$ cat config.mk
export PLATFORM = sky130hd
export DESIGN_NAME = mem_access_ctrl
export DESIGN_NICKNAME = d
export VERILOG_FILES = /design/src/rtl/mem_access_ctrl.sv
export SDC_FILE = /design/constraint.sdc
export NUM_CORES = 1
export LEC_CHECK = 0
export CORE_ASPECT_RATIO = 0.75
export CORE_MARGIN = 8
export CORE_UTILIZATION = 42
export CTS_CLUSTER_DIAMETER = 100
export DETAILED_ROUTE_END_ITERATION = 8
export GPL_TIMING_DRIVEN = 0
export PLACE_DENSITY_LB_ADDON = 0.15
export SYNTH_ARGS = -nofsm -noshare
export SYNTH_HDL_FRONTEND = slang
export SYNTH_SLANG_ARGS = --single-unit
$ cat constraint.sdc
create_clock -name clk -period 2.4 [get_ports clk]
set_input_delay 0.48 -clock clk [delete_from_list [all_inputs] [get_ports clk]]
set_output_delay 0.48 -clock clk [all_outputs]
set_load 0.05 [all_outputs]
$ cat src/rtl/mem_access_ctrl.sv
// mem_access_ctrl: sequences one memory-stage request into one or two
// D-cache transactions and returns a single done pulse with load data.
// Indirect requests (LDI/STI) first read a pointer, then access the
// address it holds. Every output comes straight from a register.
module mem_access_ctrl (
    input  logic        clk,
    input  logic        reset,
    input  logic [15:0] req_address,
    input  logic        req_read,
    input  logic        req_write,
    input  logic [15:0] req_wdata,
    input  logic        req_indirect,
    input  logic        req_byte,
    input  logic [15:0] dcache_rdata,
    input  logic        dcache_resp,
    output logic [15:0] dcache_address,
    output logic        dcache_read,
    output logic        dcache_write,
    output logic [15:0] dcache_wdata,
    output logic [1:0]  dcache_byte_enable,
    output logic [15:0] rdata,
    output logic        done,
    output logic        busy
);

    typedef enum logic [1:0] {
        IDLE = 2'd0,
        IND  = 2'd1,
        ACC  = 2'd2,
        DONE = 2'd3
    } state_t;

    // Everything the cache sees, kept together so one register drives it.
    typedef struct packed {
        logic [15:0] address;
        logic        read;
        logic        write;
        logic [15:0] wdata;
        logic [1:0]  byte_enable;
    } cache_cmd_t;

    localparam cache_cmd_t CMD_IDLE = '0;

    state_t      state;
    cache_cmd_t  cmd_q;
    logic [15:0] addr_q;
    logic [15:0] wdata_q;
    logic        write_q;
    logic        byte_q;

    // Builds the cache command for a final (non-pointer) access. Byte stores
    // replicate the low byte on both lanes and let the enable pick the lane.
    function automatic cache_cmd_t make_access(input logic [15:0] addr,
                                               input logic        write,
                                               input logic        byte_acc,
                                               input logic [15:0] wdata);
        cache_cmd_t c;
        c.address = {addr[15:1], 1'b0};
        c.read    = ~write;
        c.write   = write;
        if (byte_acc) begin
            c.wdata       = write ? {wdata[7:0], wdata[7:0]} : 16'h0000;
            c.byte_enable = addr[0] ? 2'b10 : 2'b01;
        end else begin
            c.wdata       = write ? wdata : 16'h0000;
            c.byte_enable = 2'b11;
        end
        return c;
    endfunction

    // Pointer fetch for LDI/STI: always a word read, never a write.
    function automatic cache_cmd_t make_pointer_read(input logic [15:0] addr);
        cache_cmd_t c;
        c.address     = {addr[15:1], 1'b0};
        c.read        = 1'b1;
        c.write       = 1'b0;
        c.wdata       = 16'h0000;
        c.byte_enable = 2'b11;
        return c;
    endfunction

    // Byte loads pick the lane by address bit 0 and sign-extend it.
    function automatic logic [15:0] align_load(input logic [15:0] data,
                                               input logic        byte_acc,
                                               input logic        odd);
        logic [7:0] lane;
        lane = odd ? data[15:8] : data[7:0];
        return byte_acc ? {{8{lane[7]}}, lane} : data;
    endfunction

    // Sequencer: state, latched request, cache command and results.
    // NOTE: state registers use non-blocking assignments so every flop in this
    // block samples the values from before the clock edge, regardless of order.
    always_ff @(posedge clk or posedge reset) begin
        if (reset) begin
            state   <= IDLE;
            cmd_q   <= CMD_IDLE;
            addr_q  <= 16'h0000;
            wdata_q <= 16'h0000;
            write_q <= 1'b0;
            byte_q  <= 1'b0;
            rdata   <= 16'h0000;
            done    <= 1'b0;
            busy    <= 1'b0;
        end else begin
            done <= 1'b0;
            case (state)
                IDLE: begin
                    if (req_read || req_write) begin
                        // A request with both flags set is treated as a store.
                        addr_q  <= req_address;
                        wdata_q <= req_wdata;
                        write_q <= req_write;
                        byte_q  <= req_byte & ~req_indirect;
                        busy    <= 1'b1;
                        if (req_indirect) begin
                            state <= IND;
                            cmd_q <= make_pointer_read(req_address);
                        end else begin
                            state <= ACC;
                            cmd_q <= make_access(req_address, req_write, req_byte,
                                                 req_wdata);
                        end
                    end
                end
                IND: begin
                    if (dcache_resp) begin
                        // The pointer becomes the final address; indirect
                        // accesses are always word-sized.
                        addr_q <= {dcache_rdata[15:1], 1'b0};
                        state  <= ACC;
                        cmd_q  <= make_access({dcache_rdata[15:1], 1'b0}, write_q,
                                              1'b0, wdata_q);
                    end
                end
                ACC: begin
                    if (dcache_resp) begin
                        if (!write_q) begin
                            rdata <= align_load(dcache_rdata, byte_q, addr_q[0]);
                        end
                        state <= DONE;
                        cmd_q <= CMD_IDLE;
                        done  <= 1'b1;
                    end
                end
                DONE: begin
                    state <= IDLE;
                    busy  <= 1'b0;
                end
                default: begin
                    state <= IDLE;
                    cmd_q <= CMD_IDLE;
                    busy  <= 1'b0;
                end
            endcase
        end
    end

    assign dcache_address     = cmd_q.address;
    assign dcache_read        = cmd_q.read;
    assign dcache_write       = cmd_q.write;
    assign dcache_wdata       = cmd_q.wdata;
    assign dcache_byte_enable = cmd_q.byte_enable;

endmodule

# Word-level counts from Yosys, hierarchy flattened
# Cells that the tools add are included.
# word_totals
ff_bits	75
input_bits	55
wordCells	58
# classes
eq_ne	6
n_mux	24
bitwise_logic	4
reduce_logical	11
# op_table
cell	count
36-bit 2-to-1 mux	3
36-bit one-hot mux with 3 select lines	1
16-bit 2-to-1 mux	4
20-bit 2-to-1 mux	1
18-bit 2-to-1 mux	1
2-bit 2-to-1 mux	5
3-bit AND reduction	3
8-bit 2-to-1 mux	1
2-bit one-hot mux with 4 select lines	1
2-bit != test (second input constant)	3
1-bit 2-to-1 mux	5
2-bit equality test (second input constant)	2
1-bit one-hot mux with 2 select lines	2
2-bit AND reduction	2
4-bit AND reduction	1
2-bit nonzero test	2
1-bit NOT	3
3-bit nonzero test	1
2-bit by 1-bit equality test with 1-bit output (second input constant)	1
2-bit logical NOT	1
1-bit AND	1
1-bit logical OR	1

# Depth between registers and ports, before layout
# depth
word_depth	5
mapped_depth	8
depth_no_buf	5

# Least setup slack after synthesis
# Ideal clock, no wire load.
# synth_path
kind	register to register
start	register state[1]
end	register cmd_q, in the netlist dcache_address[12]
arrival_time_ns	1.752
t_required_ns	2.272
path_slack_ns	0.520
path_stages_with_launch	8
period_less_slack_ns	1.880
path_cell_list	dfrtp_1 > inv_1 > ha_1 > buf_6 > o21ba_1 > nor3_4 > buf_4 > mux2_1
# synth_via
elab_chain_len	3
# synth_lines
element	line_no	source
start, declared	44	state_t state;
start signal, assigned	96	state <= IDLE;
start signal, assigned	117	state <= IND;
start signal, assigned	120	state <= ACC;
2-bit by 1-bit equality test with 1-bit output, or another cell as far along	107	case (state)
2-bit != test (no source line) / 3-bit nonzero test (equally long branches)	-	
4-bit AND reduction (no source line)	-	
end signal, assigned	118	cmd_q <= make_pointer_read(req_address);
end signal, assigned	121	cmd_q <= make_access(req_address, req_write, req_byte,
end signal, assigned	132	cmd_q <= make_access({dcache_rdata[15:1], 1'b0}, write_q,
end, declared	45	cache_cmd_t cmd_q;
# Several ways; a longest one is shown, not always the timed one.
# A chain may end at the register's enable or synchronous reset.

# Worst setup path in the final report
# layout_path
start	register state[1]
end	register cmd_q, in the netlist dcache_read
# Same word-level chain as after synthesis.

==> key figures <==
Worst setup path
  • Reg2reg end: dcache_read$_DFFE_PP0P_
  • CP endpoint: dcache_read$_DFFE_PP0P_
  • Critical Path Start: state[1]$_DFFE_PP0P_
  • Crit path DAT: 2.45 ns
  • Critical path endpoint category: flip-flop
  • CP Max Fanout: 10
  • Register-to-Register Path Depth: 7
  • Critical path class: flip-flop to flip-flop
  • Data required time of the worst path: between 2 and 3 ns
  • Reg-to-reg critical path startpoint: state[1]$_DFFE_PP0P_
  • CP startpoint kind: flip-flop
  • Internal reg-to-reg setup slack: around 0.15 ns

CTS
  • Post CTS Setup Buffer Count: 0
  • CTS tree: built
  • Clock root buffer: clkbuf_16
  • Total number of H-tree levels: 3
  • Clock tree buffer depth: 2
  • Total CTS buffers: 9
  • CTS resizes: 0
  • Clock transition at path regs: 0.06 ns
  • CTS Hold Bufs: 0
  • Worst-Skew Late Latency: 0.32 ns
  • TritonCTS Sinks: 74

Pwr
  • VDD IR max: 0.000780 V
  • Leak pwr: 2.28 nW
  • Power Density: 1550 nW/um2
  • Design Power: slightly below 0.008 W

Cells and area
  • Final nets: 479
  • Register area: 1850 um2
  • Multi-input logic area: between 1500 and 2000 um2
  • Area delta synth->final: 42.9%
  • Final non-filler cell total: 531
  • Share of layout cells above drive strength 1: 12.1%
  • Filler Cells Inserted: 737
  • Diodes inserted: 0

Placement
  • Placed cell count: just over 500
  • Place WS: -0.0792 ns
  • HPWL Detailed: 7040 um
  • I/O Buffers: about 110
  • Placer Congestion: a little over 0.8

Run status
  • Status: finished clean

Floorplanning
  • Core Area: 8350 um2
  • Die Y: about 96 um
  • Die width: 122 um
  • Initial Util: a little over two fifths
  • Full die area: 11700 um2
  • Row count: 29
  • # IOs: 109

Synth
  • Mapped cell area: 3550 um2
  • Synthesized Nets: 360
  • Syn Area/Cell: 11.8 um2
  • Syn. warnings: 0
  • Synth unique cells: 32
  • Register area share after synthesis: between 50% and 60%
  • #FFs+latches synth: 74
  • Synthesized instance count: 300

GRT
  • Vias in the first global route: 2816
  • Initial antenna violation count: 0
  • Gr usage total: 16.8%
  • Largest net degree at the start of global routing: between 70 and 80
  • Global-route wire length before repair: 15200 um
  • GR Overflow Total: 0

Timing
  • Setup violation total in the final timing report: 0
  • Fmax: 444 MHz
  • Rel. slew slack: ~44%
  • Clock skew: 0.00528 ns
  • Hold Vio Cnt, Final: 0
  • Max-slew violations: 0
  • Hold WS: 0.381 ns
  • Period utilization: 93.8%
  • Period minus WS final: 2.25 ns
  • RSZ-0062 raised after global routing: no
  • Slew @ Worst Pin: between 0.8 and 0.9 ns
  • Setup ws final: 0.148 ns
  • Sum Neg Setup Slack: 0 ns

Drt
  • Number of routed nets with antenna violations: 0
  • 1st-iter DRT viols: between 150 and 200
  • Vias post-DR: about 2700
  • DR WL/cell: 18.1 um
  • Final WL: 9620 um
  • DRC: 0
  • Vias per inst: 5.11
  • Initial DRT Pass Iterations: 4

Hold path
  • Hold WC Path Type: input pin to async pin

Run
  • Maxcap violations: 0
[registers in the layout, summed over array words and instances (netlist names), 2 cells and up]
| register | cells |
|---|---|
| dcache_wdata | 16 |
| wdata_q | 16 |
| dcache_address | 15 |
| dcache_byte_enable | 2 |
| rdata | 16 |
| state | 2 |
[cell usage in the layout (no fill, tap or decap), types with 9 or more instances in the layout]
cell type        count
clkdlybuf4s50_1    107
dfrtp_1             74
mux2i_1             30
mux2_2              22
inv_1               19
nor2_1              19
mux2_1              18
clkbuf_1            12
nand2b_1            12
a31oi_1             11
a22oi_1             11
a22o_1              10
o2bb2ai_1            9
clkbuf_16            9
[where the power goes]
part | internal [W] | switching [W]
Combinational | 0.00170 | 0.00272
Clock | 0.000797 | 0.000492
Sequential | 0.00185 | 0.000314
Total | 0.00435 | 0.00353
[kinds of logic (layout without fill, tap and decap cells)]
logic type | Yosys count | after routing | share of synthesized area [%]
DFF | 74 | 74 | 52.2
muxes | 70 | 70 | 21.2
AOI/OAI and AO/OA | 59 | 59 | 11.7
and+or+nand+nor | 52 | 52 | 8.08
buffers and inverters | 39 | 162 | 4.94
adders and majority gates | 5 | 5 | 1.76
other | 1 | 1 | 0.106
[synthesized netlist by cell type]
master	n	area, um2
nand3_1	3	15.0
mux2_1	18	203
inv_1	20	75.1
a21oi_1	8	40.0
nand2b_1	12	75.1
nor2_1	19	71.3
o2bb2ai_1	9	78.8
buf_4	5	37.5
mux2_2	22	248
o21ai_0	8	40.0
a22o_1	10	87.6
nand2_1	7	26.3
buf_2	2	10.0
buf_6	1	11.3
and2_1	2	12.5
nor3_4	1	16.3
o21ba_1	1	10.0
and3b_1	1	8.76
conb_1	1	3.75
or2_2	1	6.26
or3b_1	1	8.76
ha_1	5	62.6
mux2i_1	30	300
dfrtp_1	74	1850
and3_1	1	6.26
nor2b_1	1	6.26
clkbuf_1	11	41.3
or3b_2	1	8.76
a31oi_1	11	68.8
o31ai_1	1	7.51
a22oi_1	11	82.6
nor3b_2	2	25.0
[layer usage]
| metal | routed length, um | up-vias | global-route usage, % |
|---|---|---|---|
| met5 | 0 | - | 0 |
| met4 | 62 | 0 | 3.74 |
| met3 | 590 | 4 | 5.56 |
| met2 | 4550 | 63 | 26.5 |
| met1 | 4420 | 1344 | 22.2 |
| li1 | - | 1303 | - |
[how the worst min path moves through the flow]
stage	slack [ns]	endpoint
after floorplan	0.47	write_q$_DFFE_PP0P_
after global placement	0.47	dcache_address[7]$_DFFE_PP0P_
after detailed placement	0.47	dcache_address[15]$_DFFE_PP0P_
after CTS	0.37	dcache_address[10]$_DFFE_PP0P_
after global routing	0.37	dcache_address[10]$_DFFE_PP0P_
final	0.38	dcache_address[10]$_DFFE_PP0P_
[final cells by class]
class	count	share of cell area [%]
buffer	19	1.98
clock buffer	10	4.52
clock inverter	5	1.11
inverter	20	1.53
multi-input combinational	187	30.0
sequential	74	36.5
tap	108	2.67
timing repair buffer	108	21.7
[critical path, cell delays in order (launching register included)]
cell and delay, ns:
dfrtp_1 0.37, inv_1 0.10, ha_1 0.20, buf_6 0.14, o21ba_1 0.23, nor3_4 0.42, buf_4 0.31, mux2_1 0.35
[through the flow]
step           area [um2]  utilization, %
2_1_floorplan        3550               -
3_3_place_gp         4750            56.9
3_5_place_dp         4780            57.3
4_1_cts              5070            60.7
5_1_grt              5070            60.7
6_report             5070            60.7
No activity file was read; power rests on OpenSTA's default activity.
==> variant 1, RTL diff (config.mk and constraints unchanged) <==
Re-encode `state_t` (4 states) as one-hot, 4 bits wide.
--- a/src/rtl/mem_access_ctrl.sv
+++ b/src/rtl/mem_access_ctrl.sv
@@ -24,9 +24,9 @@
 );
 
-    typedef enum logic [1:0] {
-        IDLE = 2'd0,
-        IND  = 2'd1,
-        ACC  = 2'd2,
-        DONE = 2'd3
+    typedef enum logic [3:0] {
+        IDLE = 4'b0001,
+        IND  = 4'b0010,
+        ACC  = 4'b0100,
+        DONE = 4'b1000
     } state_t;
 
Function: same outputs for any inputs over 4 cycles, from zero or initial values and one cycle with reset high; so few cycles prove little.
==> variant 1 against the unedited design <==
  * Routed wire length is 3.7% higher
  * Final area rose by 1.4%
  * Synthesized area increased by 1.9%
  * Sequential share of layout area up 0.50 points
  * Utilization is 0.31 points higher
  * Sequential cell count increased by 2
  * Total power fell by 10%
  * Setup slack improved by 0.20 ns
  * Critical path depth fell by 2
==> variant 1: results (changes against the unedited design) <==
Logic synthesis
  • Unique masters post-synth: 36 (+13%)
  • Top cells by area, synth: dfrtp_1 (52%), mux2_2 (14%), mux2i_1 (5.0%)
  • Syn Nets: 358 (-0.56%)
  • Top cells by count, synth: dfrtp_1 (75), mux2_2 (44), nand2_1 (26), nor2_1 (22), o21ai_0 (22)

Power and ir drop
  • Leak: 2.26 nW (-1.2%)
  • Net Sw Frac: 0.418 (-0.0300)
  • Peak VDD IR: 0.000986 V (+26%)

Routing
  • Vias/cell: 5.08 (-0.56%)
  • First-pass DRT Iterations: 4 (unchanged)
  • Met1 wire length: 4630 um (+4.8%)
  • Final wirelength: 9970 um (+3.7%)
  • WL met2: 4580 um (+0.73%)
  • Top layer in use: met4
  • WL met3: 651 um (+10%)

STA
  • Worst Clk Skew: 0.00569 ns (+0.000410 ns)
  • Max_slew headroom: 0.478 (+0.0359)

Finish
  • Proportion of layout cells with a drive suffix above 1: 0.185 (+0.0649)
  • Layout fillers: 739 (+0.27%)
  • Fin nets: 476 (-0.63%)

Global routing
  • Initial antenna violation count: 0 (unchanged)
  • Vias in the first global route: 2858 (+1.5%)
  • Largest net degree at the start of global routing: 43 (-39%)
  • First-pass GRT wire length: 15400 um (+1.2%)
  • All-Layer GR Usage: 0.172 (+0.00337)

Worst setup path
  • Max stage delay on crit path: 0.60 ns (+0.18 ns)
  • Worst Setup SP: state[0]
  • Worst R2R Path Depth: 5 (-2)
  • Worst Path Arrival: 2.27 ns (-0.18 ns)
  • CP max stage cell: dfstp_2

Placement
  • Hpwl dp: 7560 um (+7.4%)
  • Port bufs: 106 (-0.93%)
  • Final Wtd Congestion: 0.829 (+1.7%)
  • Placement Setup Slack: 0.0812 ns (+0.160 ns)

CTS
  • Clock Latency Late Sink: 0.34 ns (+0.02 ns)
  • CTS buffer count: 9 (unchanged)

Min path
  • HP Class: flip-flop to flip-flop
  • Worst Hold Depth: 2

Status
  • Status: finished clean
[variant 1: cell types whose count changed in the layout (fill, tap and decap cells not counted), sizes merged, moves of 3 or more]
cell,delta
a22oi,+5
a31oi,-11
buf,+3
clkinv,-3
ha,-5
inv,-17
mux2,+10
mux2i,-12
nand2,+19
nand2b,-11
nor2,+4
o21ai,+15
[variant 1: power by group through the flow]
stage / clock network [mW] / logic [mW] / registers, mW
floorplan: 0 / 1.44 / 3.14
global placement: 0 / 3.59 / 2.08
detailed placement: 0 / 3.62 / 2.11
CTS: 1.39 / 3.65 / 2.10
global route: 1.45 / 3.84 / 2.17
finish: 1.36 / 3.61 / 2.10
[variant 1: critical path, delay by kind of cell (launching register included)]
kind | cells | cell delay [ns]
DFF | 1 | 0.60
AOI/OAI and AO/OA | 1 | 0.21
muxes | 1 | 0.34
buffers and inverters | 1 | 0.22
and+or+nand+nor | 2 | 0.55
[variant 1: path summary, 6_finish.rpt]
| check | slack, ns | end |
|---|---|---|
| setup / recovery | 0.35 | dcache_wdata[0] |
| setup reg to reg | 0.35 | dcache_wdata[0] |
| hold reg to reg | 0.48 | rdata[6] |
| hold / removal | 0.48 | rdata[6] |
| min in group asynchronous | 0.63 | dcache_wdata[6] |
| max in group asynchronous | 1.07 | state[0] |
[variant 1: per-stage QoR]
| stage | instance area [sq um] | cells | power [mW] | utilization |
|---|---|---|---|---|
| after floorplan | 3620 | 303 | 4.58 | - |
| after global placement | 4810 | 517 | 5.67 | 0.572 |
| after detailed placement | 4830 | 518 | 5.73 | 0.574 |
| after CTS | 5140 | 534 | 7.14 | 0.610 |
| after global routing | 5140 | 534 | 7.46 | 0.610 |
| final | 5140 | 534 | 7.07 | 0.610 |
[variant 1: cell type report]
| cell class | count | area, sq um | share of cell area |
|---|---|---|---|
| Buffer | 20 | 151 | 0.0295 |
| Timing Repair Buffer | 107 | 1080 | 0.210 |
| Clock inverter | 3 | 45.0 | 0.00877 |
| Inverter | 4 | 18.8 | 0.00365 |
| Sequential cell | 76 | 1900 | 0.370 |
| Tap cell | 108 | 135 | 0.0263 |
| Multi-Input combinational cell | 203 | 1540 | 0.300 |
| Clock buffer | 13 | 260 | 0.0507 |
[variant 1: logic make-up (layout without fill, tap and decap cells)]
family | Yosys count | after routing | synth area share
multiplexers | 68 | 68 | 0.206
buffers and inverters | 24 | 147 | 0.0461
flip-flops | 76 | 76 | 0.527
XOR/XNOR | 1 | 1 | 0.00243
AND/OR/NAND/NOR | 66 | 66 | 0.0921
other | 1 | 1 | 0.00104
AO/OA/AOI/OAI | 67 | 67 | 0.126
[variant 1: layer usage]
layer | vias to the layer above | global-route usage
met1 | 1323 | 0.229
met4 | 0 | 0.0509
met5 | - | 0
met2 | 64 | 0.262
met3 | 8 | 0.0563
li1 | 1319 | -
==> variant 2, RTL diff (same settings) <==
Made on the original files. Register the input `dcache_rdata` before use, without a reset. The logic sees it one clock later. The other inputs are not delayed to match.
--- a/src/rtl/mem_access_ctrl.sv
+++ b/src/rtl/mem_access_ctrl.sv
@@ -41,4 +41,10 @@
 
     localparam cache_cmd_t CMD_IDLE = '0;
+
+    logic [15:0] dcache_rdata_q;
+
+    always_ff @(posedge clk) begin
+        dcache_rdata_q <= dcache_rdata;
+    end
 
     state_t      state;
@@ -128,7 +134,7 @@
                         // The pointer becomes the final address; indirect
                         // accesses are always word-sized.
-                        addr_q <= {dcache_rdata[15:1], 1'b0};
+                        addr_q <= {dcache_rdata_q[15:1], 1'b0};
                         state  <= ACC;
-                        cmd_q  <= make_access({dcache_rdata[15:1], 1'b0}, write_q,
+                        cmd_q  <= make_access({dcache_rdata_q[15:1], 1'b0}, write_q,
                                               1'b0, wdata_q);
                     end
@@ -137,5 +143,5 @@
                     if (dcache_resp) begin
                         if (!write_q) begin
-                            rdata <= align_load(dcache_rdata, byte_q, addr_q[0]);
+                            rdata <= align_load(dcache_rdata_q, byte_q, addr_q[0]);
                         end
                         state <= DONE;
Function: changed (a bounded check fails within 4 cycles, from zero or initial values and one cycle with reset high).
==> variant 2 against the unedited design <==
  * Final area up 6.5%
  * Clock skew about the same
  * Sequential cell count up 16
  * Highest routed layer unchanged
  * Setup slack worse by 0.0069 ns
  * Critical endpoint is now dcache_address[15]
  * First-iteration DRC count up 11%
  * Total power up 5.3%
  * Routed wire length up 4.0%
  * Synthesized area up 9.1%
  * Critical path depth unchanged
  * Largest power group unchanged
==> variant 2: results (changes against the unedited design) <==
Status
  • Status: finished clean

CTS
  • Cts repair resizes: 0 (unchanged)
  • H-tree depth: 3 (unchanged)
  • Clk root buf: clkbuf_16
  • CTS buffer count: 9 (unchanged)
  • Clock transition at path regs: 0.06 ns (about the same)
  • CTS Buffer Depth: 2 (unchanged)
  • Clock Latency Late Sink: 0.33 ns
  • Post-CTS Setup Inserts: 0 (unchanged)

Logic synthesis
  • Synth warn: 0 (unchanged)
  • Top cells by count, synth: dfrtp_1 (74), mux2i_1 (30), mux2_2 (25), inv_1 (20), nor2_1 (18)
  • Fraction of registers with async set or reset after synthesis: 0.822 (-0.178)
  • Seq/Total Area, Yosys: 0.562 (+0.0394)
  • Syn Nets: 376 (+4.4%)
  • Top cells by area, synth: dfrtp_1 (48%), dfxtp_1 (8.3%), mux2i_1 (7.8%)
  • Unique masters post-synth: 34 (+6.3%)

Routing
  • First-pass DRT Iterations: 5 (+1)
  • Vias/cell: 5.07 (-0.86%)
  • DR iter-0 viols: 184 (+11%)
  • Final ANT Viol Nets: 0 (unchanged)
  • DR WL/cell: 18.2 um (+0.25%)

Global routing
  • Largest net degree at the start of global routing: 39 (-45%)
  • First-pass GRT wire length: 16300 um (+7.4%)
  • All-Layer GR Usage: 0.167 (-0.00169)
  • Initial antenna violation count: 0 (unchanged)
  • Vias in the first global route: 2980 (+5.8%)

Power and ir drop
  • Leak: 2.42 nW (+6.1%)
  • Peak VDD IR: 0.000613 V (-21%)

STA
  • Worst Clk Skew: 0.00571 ns (+0.000433 ns)
  • Max_slew headroom: 0.427 (-0.0149)

Worst setup path
  • CP max stage cell: nor3_4
  • Max stage delay on crit path: 0.43 ns
  • Worst Path Arrival: 2.47 ns (+0.02 ns)
  • Crit path max fanout: 10 (unchanged)
  • Crit path max-delay family: buffers and inverters

Finish
  • Fin nets: 494 (+3.1%)
  • Proportion of layout cells with a drive suffix above 1: 0.123 (+0.00244)
  • # diodes: 0 (unchanged)

Placement
  • Hpwl dp: 7540 um (+7.0%)
  • Port bufs: 106 (-0.93%)
  • Final Wtd Congestion: 0.761 (-6.6%)

Min path
  • HP Class: flip-flop to flip-flop
[variant 2: kinds of logic after synthesis]
family	count (synthesis)	synth area share
AOI/OAI and AO/OA	59	0.107
adders and majority gates	5	0.0162
buffers and inverters	39	0.0453
DFF	90	0.562
muxes	70	0.194
other	1	0.000970
and+or+nand+nor	52	0.0751
[variant 2: final timing paths]
| path | startpoint | end | slack [ns] | depth (start not counted) |
|---|---|---|---|---|
| max | state[1] | dcache_address[15] | 0.14 | 7 |
| min | dcache_wdata[4] | dcache_wdata[4] | 0.48 | 1 |
| max reg2reg | state[1] | dcache_address[15] | 0.14 | 7 |
| min reg2reg | dcache_wdata[4] | dcache_wdata[4] | 0.48 | 1 |
| max in group asynchronous | reset | dcache_read | 1.31 | 3 |
| min in group asynchronous | reset | dcache_write | 0.53 | 2 |
[variant 2: area by class of cell]
| class | count | area, sq um |
|---|---|---|
| sequential | 90 | 2170 |
| fill | 791 | 3610 |
| clock buffer | 15 | 300 |
| inverter | 20 | 77.6 |
| clock inverter | 1 | 5.00 |
| timing repair buffer | 107 | 1080 |
| buffer | 19 | 100 |
| multi-input combinational | 187 | 1520 |
| tap | 112 | 140 |
[variant 2: per-stage QoR]
stage          power (mW)  TNS, ns  std cells  instance area, sq um  worst slack (ns)
2_1_floorplan        5.50        0        316                  3870            0.0384
3_3_place_gp         6.86   -93.03        534                  5070             -1.26
4_1_cts              8.38        0        551                  5400             0.122
5_1_grt              8.77        0        551                  5400            0.0349
3_5_place_dp         6.94  -0.0687        535                  5090           -0.0206
6_report             8.29        0        551                  5400             0.141
[variant 2: layer usage]
metal | part of all wire | global-route usage | vias up
met5 | 0 | 0 | -
met4 | 0.016 | 0.0593 | 0
met3 | 0.058 | 0.0593 | 15
met2 | 0.45 | 0.247 | 68
met1 | 0.48 | 0.220 | 1364
li1 | - | - | 1345
[variant 2: report_power, final]
group | internal, mW | switching, mW
logic | 1.71 | 2.71
clock network | 0.857 | 0.564
registers | 2.12 | 0.323
total | 4.69 | 3.60
